**src/rtl/riscv_pkg.sv**
```systemverilog
// rtl/riscv_pkg.sv - shared ALU opcodes, forwarding select and ID/EX payload type
package riscv_pkg;

  localparam int XLEN      = 32;
  localparam int ALU_OP_W  = 4;
  localparam int REG_IDX_W = 5;

  localparam logic [ALU_OP_W-1:0] ALU_AND = 4'd0;
  localparam logic [ALU_OP_W-1:0] ALU_OR  = 4'd1;
  localparam logic [ALU_OP_W-1:0] ALU_ADD = 4'd2;
  localparam logic [ALU_OP_W-1:0] ALU_SLL = 4'd3;
  localparam logic [ALU_OP_W-1:0] ALU_XOR = 4'd4;
  localparam logic [ALU_OP_W-1:0] ALU_SRL = 4'd5;
  localparam logic [ALU_OP_W-1:0] ALU_SUB = 4'd6;
  localparam logic [ALU_OP_W-1:0] ALU_EQ  = 4'd7;
  localparam logic [ALU_OP_W-1:0] ALU_NE  = 4'd8;
  localparam logic [ALU_OP_W-1:0] ALU_SRA = 4'd9;
  localparam logic [ALU_OP_W-1:0] ALU_SLT = 4'd10;
  localparam logic [ALU_OP_W-1:0] ALU_GE  = 4'd11;

  typedef enum logic [1:0] {
    FWD_REG   = 2'd0,
    FWD_EXMEM = 2'd1,
    FWD_MEMWB = 2'd2
  } fwd_sel_t;

  // An all-zero payload is the bubble: invalid, no side-effecting controls.
  typedef struct packed {
    logic                 valid;
    logic [XLEN-1:0]      pc;
    logic [XLEN-1:0]      rs1_data;
    logic [XLEN-1:0]      rs2_data;
    logic [XLEN-1:0]      imm;
    logic [REG_IDX_W-1:0] rs1;
    logic [REG_IDX_W-1:0] rs2;
    logic [REG_IDX_W-1:0] rd;
    logic [ALU_OP_W-1:0]  alu_op;
    logic                 alu_src;
    logic                 pc_src;
    logic                 reg_write;
    logic                 mem_read;
    logic                 mem_write;
    logic                 branch;
  } id_ex_t;

endpackage

```
**src/rtl/fwd_mux.sv**
```systemverilog
// rtl/fwd_mux.sv - hazard forwarding select for one source operand
module fwd_mux
  import riscv_pkg::*;
#(
  parameter int DATA_WIDTH     = 32,
  parameter int REG_ADDR_WIDTH = 5
) (
  input  logic [REG_ADDR_WIDTH-1:0] src,
  input  logic [DATA_WIDTH-1:0]     reg_data,
  input  logic [REG_ADDR_WIDTH-1:0] exmem_rd,
  input  logic                      exmem_reg_write,
  input  logic [DATA_WIDTH-1:0]     exmem_result,
  input  logic [REG_ADDR_WIDTH-1:0] memwb_rd,
  input  logic                      memwb_reg_write,
  input  logic [DATA_WIDTH-1:0]     memwb_result,
  output logic [DATA_WIDTH-1:0]     data
);

  fwd_sel_t sel;

  // The younger EX/MEM producer wins; x0 is hardwired and never forwarded.
  always_comb begin
    sel = FWD_REG;
    if (exmem_reg_write && (exmem_rd != '0) && (exmem_rd == src)) begin
      sel = FWD_EXMEM;
    end else if (memwb_reg_write && (memwb_rd != '0) && (memwb_rd == src)) begin
      sel = FWD_MEMWB;
    end
  end

  always_comb begin
    data = reg_data;
    case (sel)
      FWD_EXMEM: data = exmem_result;
      FWD_MEMWB: data = memwb_result;
      default:   data = reg_data;
    endcase
  end

endmodule

```
**src/rtl/id_ex_stage.sv**
```systemverilog
// rtl/id_ex_stage.sv - ID/EX pipeline register with operand forwarding and load-use detect
module id_ex_stage
  import riscv_pkg::*;
#(
  parameter int DATA_WIDTH     = 32,
  parameter int OPCODE_LENGTH  = 4,
  parameter int REG_ADDR_WIDTH = 5
) (
  input  logic                      clk,
  input  logic                      rst_n,
  input  logic                      id_valid,
  input  logic [DATA_WIDTH-1:0]     id_pc,
  input  logic [DATA_WIDTH-1:0]     id_rs1_data,
  input  logic [DATA_WIDTH-1:0]     id_rs2_data,
  input  logic [DATA_WIDTH-1:0]     id_imm,
  input  logic [REG_ADDR_WIDTH-1:0] id_rs1,
  input  logic [REG_ADDR_WIDTH-1:0] id_rs2,
  input  logic [REG_ADDR_WIDTH-1:0] id_rd,
  input  logic [OPCODE_LENGTH-1:0]  id_alu_op,
  input  logic                      id_alu_src,
  input  logic                      id_pc_src,
  input  logic                      id_reg_write,
  input  logic                      id_mem_read,
  input  logic                      id_mem_write,
  input  logic                      id_branch,
  input  logic                      stall,
  input  logic                      flush,
  input  logic [REG_ADDR_WIDTH-1:0] exmem_rd,
  input  logic                      exmem_reg_write,
  input  logic [DATA_WIDTH-1:0]     exmem_result,
  input  logic [REG_ADDR_WIDTH-1:0] memwb_rd,
  input  logic                      memwb_reg_write,
  input  logic [DATA_WIDTH-1:0]     memwb_result,
  output logic [DATA_WIDTH-1:0]     SrcA,
  output logic [DATA_WIDTH-1:0]     SrcB,
  output logic [OPCODE_LENGTH-1:0]  Operation,
  output logic                      ex_valid,
  output logic [DATA_WIDTH-1:0]     ex_pc,
  output logic [REG_ADDR_WIDTH-1:0] ex_rd,
  output logic                      ex_reg_write,
  output logic                      ex_mem_read,
  output logic                      ex_mem_write,
  output logic                      ex_branch,
  output logic [DATA_WIDTH-1:0]     ex_store_data,
  output logic                      load_use_stall
);

  id_ex_t ex_q;
  id_ex_t cap;
  logic [DATA_WIDTH-1:0] fwd_rs1;
  logic [DATA_WIDTH-1:0] fwd_rs2;

  // Side-effecting controls only survive when decode actually holds an instruction.
  always_comb begin
    cap           = '0;
    cap.valid     = id_valid;
    cap.pc        = id_pc;
    cap.rs1_data  = id_rs1_data;
    cap.rs2_data  = id_rs2_data;
    cap.imm       = id_imm;
    cap.rs1       = id_rs1;
    cap.rs2       = id_rs2;
    cap.rd        = id_rd;
    cap.alu_op    = id_alu_op;
    cap.alu_src   = id_alu_src;
    cap.pc_src    = id_pc_src;
    cap.reg_write = id_reg_write & id_valid;
    cap.mem_read  = id_mem_read & id_valid;
    cap.mem_write = id_mem_write & id_valid;
    cap.branch    = id_branch & id_valid;
  end

  always_ff @(posedge clk or negedge rst_n) begin
    if (!rst_n) begin
      ex_q <= '0;
    end else if (flush) begin
      ex_q <= '0;
    end else if (!stall) begin
      ex_q <= cap;
    end
  end

  fwd_mux #(.DATA_WIDTH(DATA_WIDTH), .REG_ADDR_WIDTH(REG_ADDR_WIDTH)) u_fwd_rs1 (
    .src             (ex_q.rs1),
    .reg_data        (ex_q.rs1_data),
    .exmem_rd        (exmem_rd),
    .exmem_reg_write (exmem_reg_write),
    .exmem_result    (exmem_result),
    .memwb_rd        (memwb_rd),
    .memwb_reg_write (memwb_reg_write),
    .memwb_result    (memwb_result),
    .data            (fwd_rs1)
  );

  fwd_mux #(.DATA_WIDTH(DATA_WIDTH), .REG_ADDR_WIDTH(REG_ADDR_WIDTH)) u_fwd_rs2 (
    .src             (ex_q.rs2),
    .reg_data        (ex_q.rs2_data),
    .exmem_rd        (exmem_rd),
    .exmem_reg_write (exmem_reg_write),
    .exmem_result    (exmem_result),
    .memwb_rd        (memwb_rd),
    .memwb_reg_write (memwb_reg_write),
    .memwb_result    (memwb_result),
    .data            (fwd_rs2)
  );

  assign SrcA          = ex_q.pc_src ? ex_q.pc : fwd_rs1;
  assign SrcB          = ex_q.alu_src ? ex_q.imm : fwd_rs2;
  assign ex_store_data = fwd_rs2;
  assign Operation     = ex_q.valid ? ex_q.alu_op : ALU_AND;

  assign ex_valid     = ex_q.valid;
  assign ex_pc        = ex_q.pc;
  assign ex_rd        = ex_q.rd;
  assign ex_reg_write = ex_q.reg_write & ex_q.valid;
  assign ex_mem_read  = ex_q.mem_read & ex_q.valid;
  assign ex_mem_write = ex_q.mem_write & ex_q.valid;
  assign ex_branch    = ex_q.branch & ex_q.valid;

  // A load in EX cannot feed the instruction in decode until it reaches MEM/WB.
  assign load_use_stall = ex_q.valid & ex_q.mem_read & (ex_q.rd != '0) & id_valid &
                          ((ex_q.rd == id_rs1) | (ex_q.rd == id_rs2));

endmodule

```
**config.mk**
```make
export PLATFORM = sky130hd
export DESIGN_NAME = id_ex_stage
export DESIGN_NICKNAME = d
export VERILOG_FILES = /design/src/rtl/riscv_pkg.sv /design/src/rtl/fwd_mux.sv /design/src/rtl/id_ex_stage.sv
export SDC_FILE = /design/constraint.sdc
export NUM_CORES = 1
export LEC_CHECK = 0
export CORE_AREA = 3 3 147 149
export DETAILED_ROUTE_END_ITERATION = 10
export DIE_AREA = 0 0 150 152
export DONT_BUFFER_PORTS = 1
export SYNTH_ARGS = -nofsm -noshare
export SYNTH_HDL_FRONTEND = slang
export SYNTH_SLANG_ARGS = --single-unit
export TNS_END_PERCENT = 100
```
**constraint.sdc**
```tcl
create_clock -name clk -period 5.5 [get_ports clk]
set_clock_uncertainty 0.05 [all_clocks]
set_input_delay 0.825 -clock clk [delete_from_list [all_inputs] [get_ports clk]]
set_output_delay 0.825 -clock clk [all_outputs]
set_load 0.02 [all_outputs]
```
## Word level (Yosys, flattened, before mapping)

Index checks and enable logic that the tools add are counted.

| operators by class | value |
|---|---|
| multiplexer cells | 11 |
| reduce and logical (&&, ||, !) cells | 9 |
| bitwise gates (word level) | 12 |
| eq/ne operators | 11 |

Operators by type and width:

| operator | count |
|---|---|
| $mux 154 | 2 |
| $pmux 32 s2 | 2 |
| $mux 32 | 2 |
| $eq 5x5->1 | 6 |
| $reduce_bool 5->1 | 3 |
| $and 1x1->1 | 11 |
| $mux 2 | 4 |
| $logic_and 1x1->1 | 6 |
| $eq 2x1->1 const B | 2 |
| $eq 2x2->1 const B | 2 |
| $mux 4 | 1 |
| $ne 2x1->1 const B | 1 |
| $or 1x1->1 | 1 |

| storage, ports and cells | value |
|---|---|
| word-level logic and storage cells | 58 |
| register bits | 154 |
| bits of input ports | 234 |
| output and inout port bits | 143 |

## Logic depth before layout (Yosys ltp)

Gate-level depths: netlist of the first run.

| logic depth | value |
|---|---|
| depth in word-level cells | 8 |
| gate-level depth with buffers | 8 |
| depth with buffers taken out | 5 |

## By module

From an unflattened synthesis of the first run, not the netlist that was laid out.

| second synthesis, totals | value |
|---|---|
| cell total of the unflattened synthesis | 999 |
| area total of the unflattened synthesis | 10488.8 um2 |

Modules (own cells, without submodules):

| module | times used | area an instance (um2) | sequential area each (um2) | cells an instance |
|---|---|---|---|---|
| id_ex_stage | 1 | 7448.4 | 3853.7 | 639 |
| fwd_mux | 2 | 1520.2 | 0.0 | 180 |

## Worst setup path before layout of the first run

No wires, ideal clock.

| timing path | value |
|---|---|
| path type | input -> output |
| from | input exmem_rd[0] |
| to | output SrcA[26] |
| slack | 1.981 ns |
| arrival | 2.644 ns |
| cell stages on the path | 7 |
| cells stage by stage | or4_1 -> o2111ai_1 -> or4_1 -> clkbuf_1 -> buf_2 -> nor3_1 -> a221oi_1 |

| between the ends | value |
|---|---|
| longest elaborated chain between the ends | 7 |
| elaborated cells on any way between the ends | 9 |
| those cells by class | eq/ne (3); mux (3); reduce/logical (3) |

RTL lines:

| element | RTL line | source |
|---|---|---|
| start: declaration | id_ex_stage.sv:28 | `input logic [REG_ADDR_WIDTH-1:0] exmem_rd,` |
| $reduce_bool 5->1 | fwd_mux.sv:24 | `if (exmem_reg_write && (exmem_rd != '0) && (exmem_rd == src)) begin` |
| $logic_and 1x1->1 | fwd_mux.sv:24 |  |
| $logic_and 1x1->1 (*) | fwd_mux.sv:24 |  |
| $mux 2 (*) | fwd_mux.sv:24 |  |
| $eq 2x2->1 or $eq 2x1->1 (tied branches) | fwd_mux.sv:33 | `case (sel)` |
| $pmux 32 s2 (*) | fwd_mux.sv:33 |  |
| $mux 32 (*) | id_ex_stage.sv:107 | `assign SrcA = ex_q.pc_src ? ex_q.pc : fwd_rs1;` |
| end: declaration | id_ex_stage.sv:34 | `output logic [DATA_WIDTH-1:0] SrcA,` |

Every way passes the cells marked *; elsewhere a longest branch is shown, timed or not.

## Final worst setup path of the first run

| timing path | value |
|---|---|
| from | register ex_q[17] in the netlist's numbering |
| to | output SrcB[15] |

| between the ends | value |
|---|---|
| longest elaborated chain between the ends | 7 |
| elaborated cells on any way between the ends | 10 |
| those cells by class | eq/ne (4); mux (4); reduce/logical (2) |

RTL lines:

| element | RTL line | source |
|---|---|---|
| start: declaration | id_ex_stage.sv:48 | `id_ex_t ex_q;` |
| start signal: assignment | id_ex_stage.sv:79 | `ex_q <= cap;` |
| $eq 5x5->1 | fwd_mux.sv:26 | `end else if (memwb_reg_write && (memwb_rd != '0) && (memwb_rd == src)) begin` |
| $logic_and 1x1->1 | fwd_mux.sv:26 |  |
| $mux 2 | fwd_mux.sv:26 |  |
| $mux 2 (*) | fwd_mux.sv:24 |  |
| $eq 2x2->1 or $eq 2x1->1 (tied branches) | fwd_mux.sv:33 |  |
| $pmux 32 s2 (*) | fwd_mux.sv:33 |  |
| via ex_store_data[15] | id_ex_stage.sv:44 | `output logic [DATA_WIDTH-1:0] ex_store_data,` |
| $mux 32 (*) | id_ex_stage.sv:108 | `assign SrcB = ex_q.alu_src ? ex_q.imm : fwd_rs2;` |
| end: declaration | id_ex_stage.sv:35 | `output logic [DATA_WIDTH-1:0] SrcB,` |

The timed path passes the listed nets; every way through them passes the cells marked *.

==> results of run 1 <==
==> layer usage <==
metal	vias to the layer above	GRT usage (%)	wire, µm
li1	3380	-	-
met1	3721	40.1	14400
met2	389	40.6	14500
met3	28	8.31	3180
met4	0	5.58	462
met5	-	0	0
==> worst max path at each step <==
stage | start | endpoint | slack, ns | cells past startpoint
3_3_place_gp | memwb_rd[2] | SrcB[15] | 0.64 | 6
5_1_grt | ex_q[17] | SrcB[15] | 0.22 | 6
2_1_floorplan | exmem_rd[0] | SrcA[26] | 1.98 | 7
4_1_cts | ex_q[17] | SrcB[15] | 0.49 | 6
6_report | ex_q[17] | SrcB[15] | 0.48 | 6
3_5_place_dp | memwb_rd[2] | SrcB[15] | 0.62 | 6
==> power breakdown <==
part	total [mW]	switching (mW)	internal, mW
logic	0.462	0.292	0.170
registers	1.27	0.0749	1.19
clock network	1.16	0.528	0.628
==> logic make-up after synthesis <==
logic type	Yosys count
flip-flops	154
multiplexers	212
AND/OR/NAND/NOR	351
AO/OA/AOI/OAI	110
buffers and inverters	160
XOR/XNOR	30
==> layout make-up <==
type	instances	area, µm²
Sequential cell	154	3850
Clock buffer	20	467
Inverter	26	97.6
Multi-Input combinational cell	703	5010
Fill cell	1935	10200
Timing Repair Buffer	30	225
Clock inverter	12	106
Tap cell	270	338
==> Yosys cell counts <==
library cell  number  share of area (%)
or4_1              3               0.23
inv_1             26                1.0
nand2b_1           6               0.39
o31ai_2           28                3.6
o211ai_2           1               0.13
nand4_1            2               0.13
nor2b_1            1              0.065
xnor2_1           14                1.3
a221oi_1          26                2.4
nand2_1           37                1.4
nor4b_2            2               0.31
nor2_1           165                6.4
nor4_4             1               0.22
mux2_2            30                3.5
nand3_1           32                1.7
buf_2             17               0.88
nor3_1            59                3.1
or3_1              1              0.065
mux2i_1          182                 19
nor4_1            30                1.9
buf_6              6               0.70
a31oi_1           30                1.9
o31ai_1           10               0.78
xor2_1            16                1.5
o211ai_1           1              0.078
buf_4             43                3.3
a21oi_1           11               0.57
and2_1             9               0.58
buf_1             16               0.62
dfrtp_1          154                 40
or2_1              2               0.13
o2111ai_1          1              0.091
clkbuf_1          52                2.0
or4b_1             1               0.10
a211oi_1           2               0.16
==> stage by stage <==
stage | hold WS (ns) | utilization (%) | cell area [µm²]
3_5_place_dp | 0.453 | 46.9 | 9520
6_report | 0.0378 | 49.7 | 10100
4_1_cts | 0.0244 | 49.7 | 10100
3_3_place_gp | 0.438 | 46.9 | 9520
5_1_grt | 0.0136 | 49.7 | 10100
2_1_floorplan | 0.423 | - | 9660
==> flip-flops by register name (all words and copies together) (netlist names) <==
register,flops
ex_pc,32
ex_q,116
ex_rd,5
ex_valid,1
==> cell usage in the layout (no fill, tap or decap), types with 2 or more instances in the layout <==
| master | n |
|---|---|
| or4_1 | 3 |
| o31ai_2 | 28 |
| clkinvlp_4 | 3 |
| a221oi_1 | 26 |
| a21oi_1 | 11 |
| nand2b_1 | 6 |
| clkinv_4 | 4 |
| a211oi_1 | 2 |
| buf_4 | 30 |
| xor2_2 | 3 |
| xnor2_1 | 14 |
| nor4b_2 | 2 |
| nor3_1 | 59 |
| nand2_1 | 37 |
| nand3_1 | 32 |
| o31ai_1 | 10 |
| a31oi_1 | 30 |
| inv_8 | 2 |
| dfrtp_1 | 153 |
| clkbuf_16 | 17 |
| nor4_1 | 30 |
| nor2_1 | 164 |
| mux2i_1 | 182 |
| nand4_1 | 2 |
| inv_1 | 26 |
| and2_1 | 8 |
| xor2_1 | 13 |
| inv_6 | 3 |
| mux2_2 | 30 |
| clkbuf_8 | 3 |
==> impl_metrics.csv, run 1 <==
group,metric,value,unit
synthesis,syn_nets,1251,
synthesis,synth_top_family_by_area,"multiplexers",
sta,worst_pin_slew,1.32,ns
worst_setup_path,slowest_stage,"xor2_2",
sta,finalCritPeriodShare,91.3,%
synthesis,synth_cells,1017,
finish,antenna_cells,0,
detailed_routing,drt_iter0_drc,631,
synthesis,synth.distinct_cells,35,
worst_setup_path,arrival,4.15,ns
detailed_routing,dr.pass1.iters,5,
global_routing,grt_pass1_vias,7187,
finish,nets,1166,
floorplan,coreArea,20300,µm²
worst_setup_path,cpPeakStageDelay,1.04,ns
worst_setup_path,critPathKind,"register to output port",
synthesis,ys_seq_elements,154,
synthesis,synth-compound-area-share,9.73,%
worst_setup_path,end_kind,"output port",
sta,finalSetupViolations,0,
sta,fin_crit,5.02,ns
sta,rsz0062_at_grt,"no",
placed_design,gp_congestion,0.912,
pwr,p_per_area,286,nW/µm²
floorplan,die_x,150,µm
global_routing,antenna_found_initial,0,
sta,timing.setup.tns,0,ns
finish,area_growth,4.51,%
clock_network,cts_max_path_buffers,2,
worst_setup_path,crit_required,4.62,ns
sta,setup_slack,0.477,ns
worst_setup_path,cp.buffers_inverters,1,
sta,slew_headroom,12.1,%
synthesis,synth_fa_ha_area_share,0,%
detailed_routing,ant_nets,0,
floorplan,io_pins,377,
placed_design,placed_cells,1183,
detailed_routing,vias,7518,
synthesis,ys_warn_count,0,
placed_design,dp_hpwl,23400,µm
clock_network,h-tree-depth,4,
worst_setup_path,r2r_cells,3,
detailed_routing,drc,0,
detailed_routing,avgRoutedWirePerCell,26.8,µm
clock_network,post_cts_buffers,0,
global_routing,grt_pass1_wl,48000,µm
placed_design,io_buffers,0,
job,max_cap_viol_count,0,
pwr,total_power,2.89,mW
floorplan,die_h,152,µm
sta,fmax,199,MHz
sta,hold_viol_final,0,
worst_setup_path,path_cells,"xor2_2, or4b_2, buf_4, o31ai_2, a31oi_1, mux2_2",
global_routing,grtUsageTotal,27.5,%
detailed_routing,routed_wl,32500,µm
worst_setup_path,reg2reg_from,"ex_q[5]",
worst_setup_path,cp-start-kind,"register",
worst_setup_path,cp_max_fo,31,
finish,drive_gt1_share,14.1,%
placed_design,pre_cts_ws,0.616,ns
hold_path,min_path_type,"primary input to async pin",
global_routing,grt_max_degree,159,
sta,finalMaxSlewViolations,0,
worst_setup_path,path_delay_family,"XOR/XNOR gates",
clock_network,cts_made_buffers,17,
status,status,"finished clean",
pwr,p_leak,4.41,nW
synthesis,synth_xor_area_share,2.72,%
pwr,ir_drop,0.203,mV
clock_network,ctsRootBufferMaster,"clkbuf_16",
synthesis,synth_mux_area_share,22.4,%
clock_network,cts_tree,"built",
clock_network,postCtsHoldBufs,0,
clock_network,post_cts_resized,0,
finish,instances_no_fill,1215,
floorplan,initial_utilization,47.6,%
worst_setup_path,reg2reg_slack,4.03,ns
synthesis,syn_avg_cell_area,9.50,µm²
clock_network,clk_latency,0.42,ns
floorplan,core.rowCount,52,
detailed_routing,drt-vias-per-instance,6.19,
clock_network,path_clk_slew,0.07,ns
floorplan,dieArea,22800,µm²
global_routing,overflow,0,
synthesis,syn_area,9660,µm²
synthesis,yosys.area_share.simple,16.7,%
clock_network,clock-sinks,154,
synthesis,synth-seq-area-share,39.9,%
worst_setup_path,worst_r2r_endpoint,"ex_q[5]",
(Power assumes the default switching activity.)
==> run 2: changes to the inputs <==
--- a/config.mk
+++ b/config.mk
@@ -5,10 +5,13 @@
 export SDC_FILE = /design/constraint.sdc
 export NUM_CORES = 1
 export LEC_CHECK = 0
-export CORE_AREA = 3 3 147 149
+export CELL_PAD_IN_SITES_DETAIL_PLACEMENT = 0
+export CELL_PAD_IN_SITES_GLOBAL_PLACEMENT = 2
+export CORE_MARGIN = 3
+export CORE_UTILIZATION = 40
 export DETAILED_ROUTE_END_ITERATION = 10
-export DIE_AREA = 0 0 150 152
 export DONT_BUFFER_PORTS = 1
+export PLACE_DENSITY_LB_ADDON = 0.1
 export SYNTH_ARGS = -nofsm -noshare
 export SYNTH_HDL_FRONTEND = slang
 export SYNTH_SLANG_ARGS = --single-unit
==> impl_metrics.csv, run 2 (synthesized netlist as in run 1, its figures left out) <==
group,metric,value,unit
status,status,"finished clean",
clock_network,post_cts_buffers,0,
floorplan,initial_utilization,40.9,%
worst_setup_path,worst_r2r_endpoint,"ex_q[5]",
sta,worst_pin_slew,1.16,ns
clock_network,cts_max_path_buffers,2,
finish,antenna_cells,0,
floorplan,core.rowCount,56,
pwr,p_leak,4.44,nW
finish,drive_gt1_share,14.0,%
clock_network,cts_made_buffers,17,
detailed_routing,met2_length,15300,µm
worst_setup_path,arrival,3.88,ns
finish,final_common_cell,"mux2i_1",
clock_network,clock-sinks,154,
detailed_routing,drt-vias-per-instance,6.00,
detailed_routing,wl_met1,15800,µm
sta,finalCritPeriodShare,86.4,%
sta,hold_viol_final,0,
global_routing,overflow,0,
pwr,p_seq_share,42.6,%
clock_network,postCtsHoldBufs,0,
pwr,intPower,2.10,mW
worst_setup_path,cp_max_fo,34,
detailed_routing,vias,7594,
floorplan,coreArea,23600,µm²
detailed_routing,ant_nets,0,
global_routing,grt_pass1_wl,50800,µm
worst_setup_path,path_delay_family,"simple AND/OR/NAND/NOR gates",
sta,rsz0062_at_grt,"no",
pwr,power_frac_comb,15.7,%
detailed_routing,drt_iter0_drc,746,
detailed_routing,routed-wl-met3,3080,µm
worst_setup_path,path_cells,"nor3_1, and2_2, nor4_4, buf_4, mux2i_1, a221oi_1",
sta,timing.setup.tns,0,ns
pwr,p_sw_share,29.7,%
clock_network,post_cts_resized,0,
floorplan,dieArea,26100,µm²
worst_setup_path,end_kind,"output port",
placed_design,dp_hpwl,25900,µm
pwr,p_clk_share,41.7,%
worst_setup_path,r2r_cells,3,
worst_setup_path,reg2reg_slack,4.41,ns
worst_setup_path,cp-startpoint,"memwb_rd[1]",
sta,slew_headroom,22.5,%
job,max_cap_viol_count,0,
global_routing,antenna_found_initial,0,
sta,fmax,211,MHz
detailed_routing,highest_layer,"met4",
clock_network,h-tree-depth,4,
worst_setup_path,critPathKind,"primary input to output port",
finish,area_growth,5.66,%
floorplan,io_pins,377,
finish,instances_no_fill,1266,
finish,largest_reg_flops,116,
global_routing,grt_max_degree,159,
pwr,p_per_area,293,nW/µm²
floorplan,die_x,161,µm
clock_network,cts_tree,"built",
worst_setup_path,crit_required,4.62,ns
sta,finalSetupViolations,0,
worst_setup_path,endpoint,"SrcA[13]",
sta,holdWs,0.0350,ns
pwr,p_sw,0.889,mW
pwr,total_power,2.99,mW
placed_design,placed_cells,1234,
clock_network,clk_latency,0.43,ns
clock_network,path_clk_slew,0.07,ns
finish,nets,1168,
sta,finalMaxSlewViolations,0,
floorplan,die_h,161,µm
worst_setup_path,cp.buffers_inverters,1,
global_routing,grtUsageTotal,26.0,%
hold_path,min_path_type,"primary input to async pin",
pwr,ir_drop,0.155,mV
finish,largest-register,"ex_q",
finish,n_fill_cell,2352,
worst_setup_path,cpPeakStageDelay,0.92,ns
detailed_routing,routed_wl,35300,µm
placed_design,gp_congestion,0.894,
sta,fin_crit,4.75,ns
worst_setup_path,cp.depth,6,
detailed_routing,dr.pass1.iters,5,
worst_setup_path,slowest_stage,"nor4_4",
worst_setup_path,reg2reg_from,"ex_q[5]",
worst_setup_path,cp-start-kind,"primary input",
finish,layout_common_cells,"mux2i_1, nor2_1, dfrtp_1, nor3_1, nand2_1",
detailed_routing,drc,0,
detailed_routing,avgRoutedWirePerCell,27.9,µm
global_routing,grt_pass1_vias,7346,
placed_design,io_buffers,0,
clock_network,ctsRootBufferMaster,"clkbuf_16",
-- run 2: power by group through the flow --
stage / Combinational [mW] / Sequential, mW / Clock, mW
2_1_floorplan: 0.471 / 1.25 / 0
3_3_place_gp: 0.463 / 1.29 / 0
5_1_grt: 0.506 / 1.28 / 1.32
3_5_place_dp: 0.469 / 1.29 / 0
4_1_cts: 0.470 / 1.27 / 1.28
6_report: 0.469 / 1.27 / 1.25
-- run 2: area by class of cell --
cell class | instances | area, µm² | share of cell area, %
multi-input cells | 703 | 5010 | 49.1
flip-flops and latches | 154 | 3850 | 37.8
clock buffers | 20 | 447 | 4.38
well taps | 319 | 399 | 3.91
repair buffers | 32 | 240 | 2.35
clock inverters | 12 | 161 | 1.58
inverters | 26 | 97.6 | 0.956
-- run 2: through the flow --
stage | setup slack, ns | utilization [%] | cell area [µm²]
final | 0.750 | 43.2 | 10200
after global routing | 0.594 | 43.2 | 10200
after global placement | 0.784 | 40.7 | 9600
after CTS | 0.766 | 43.2 | 10200
after floorplan | 1.98 | - | 9660
after detailed placement | 0.765 | 40.7 | 9600
-- run 2: worst min-delay path by stage --
stage / startpoint / to / slack [ns]
2_1_floorplan: ex_q[0] / ex_q[0] / 0.42
3_3_place_gp: ex_q[0] / ex_q[0] / 0.44
3_5_place_dp: ex_q[9] / ex_q[9] / 0.46
4_1_cts: rst_n / ex_q[0] / 0.01
5_1_grt: rst_n / ex_q[0] / 0.01
6_report: rst_n / ex_q[0] / 0.04
-- run 2: metal layers --
layer / up-vias / track usage, %
li1: 3394 / -
met1: 3779 / 36.9
met2: 374 / 38.0
met3: 47 / 7.64
met4: 0 / 8.84
met5: - / 0
==> patch: new RTL, config.mk and constraints of run 1 <==
Reset style: synchronous (`rst_n`), changed in one clocked block.
--- a/src/rtl/id_ex_stage.sv
+++ b/src/rtl/id_ex_stage.sv
@@ -70,7 +70,7 @@
     cap.branch    = id_branch & id_valid;
   end
 
-  always_ff @(posedge clk or negedge rst_n) begin
+  always_ff @(posedge clk) begin
     if (!rst_n) begin
       ex_q <= '0;
     end else if (flush) begin
Check against the original RTL: differs if rst_n is asserted again (counterexample within 4 cycles, from zero or initial values and one cycle with rst_n low); with rst_n held inactive, the same outputs for 4 cycles.
==> patch against run 1 <==
- count of clock-buffer cells in the layout shrank 2
- critical path depth grew 1
- worst hold slack gained 0.41 ns
- final cell count shrank 0.66%
- sequential cell count is the same
- register-to-register slack gained 0.15 ns
- design area shrank 5.5%
- routed wire length shrank 3.3%
- worst setup slack gained 0.57 ns
- non-clock buffer count shrank 3
- synthesized area shrank 5.8%
- power shrank 6.8%
- fmax grew 13%
==> patch: results (changes against run 1) <==
GRT
  • Initial antenna violation count: 2 (+2)
  • Largest net degree at the start of global routing: 156 (-1.9%)
  • Vias in the first global route: 6739 (-6.2%)
  • First-pass GRT wire length: 46000 um (-4.2%)

STA
  • Worst Tran Pin Value: 0.964 ns (-0.353 ns)
  • Worst hold margin: 0.447 ns (+0.410 ns)

Setup path
  • Critical Path Max Stage Delay: 0.75 ns (-0.29 ns)
  • CP startpoint: ex_q[17]$_SDFFE_PP0N_
  • Reg2Reg Setup Slack: 4.18 ns (+0.15 ns)
  • Worst EP arrival: 3.58 ns (-0.57 ns)
  • Worst-path maximum fanout: 32 (+3.2%)
  • Critical-path top delay cell: or4b_2

Power and ir drop
  • Leak: 3.53 nW (-20%)
  • Switch share: 30.0% (-0.94 points)
  • Seq pwr: 0.00120 W (-6%)
  • Combinational power: 0.000353 W (-24%)

Yosys
  • Syn avg cell area: 9.00 um2 (-5.3%)
  • Yosys cell types: 37 (+5.7%)
  • Top cells by instance count after synthesis: mux2i_1 (181), nor2_1 (159), dfxtp_1 (154)
  • Sequential element share of the synthesized area: 33.9% (-6.0 points)
  • Largest area contributor in the netlist: dfxtp_1

Detailed routing
  • WL per Instance: 26.1 um (-2.6%)
  • Via count: 7198 (-4.3%)

Placed design
  • Placer Congestion: 0.899 (-1.4%)

Status
  • Status: completed

Hold path
  • Worst hold path type: flop to flop

Final layout
  • Synth-to-layout area growth: 4.80%
  • Share of cells above drive strength 1: 16.6% (+2.6 points)
  • Fillcell total: 1953 (+0.93%)
[patch: per-layer routing]
| layer | vias up | part of all wire, % | track usage [%] | wire length [um] |
|---|---|---|---|---|
| met5 | - | 0.11 | 0 | 34 |
| met4 | 4 | 1.4 | 6.36 | 454 |
| met3 | 36 | 9.3 | 8.40 | 2930 |
| met2 | 349 | 45 | 39.4 | 14100 |
| met1 | 3428 | 44 | 37.4 | 14000 |
| li1 | 3381 | - | - | - |
[patch: cell type report]
class / instances / share of cell area (%)
inverters: 29 / 1.14
flip-flops and latches: 154 / 32.4
repair buffers: 27 / 2.12
multi-input cells: 695 / 55.0
well taps: 270 / 3.54
clock buffers: 18 / 4.50
clock inverters: 14 / 1.35
[patch: cells by family after synthesis]
| kind of cell | count (synthesis) | synth area share (%) |
|---|---|---|
| simple gates | 344 | 17.3 |
| mux | 212 | 23.7 |
| flops | 154 | 33.9 |
| xor+xnor | 30 | 2.89 |
| buf+inv | 163 | 9.07 |
| compound gates | 109 | 13.2 |
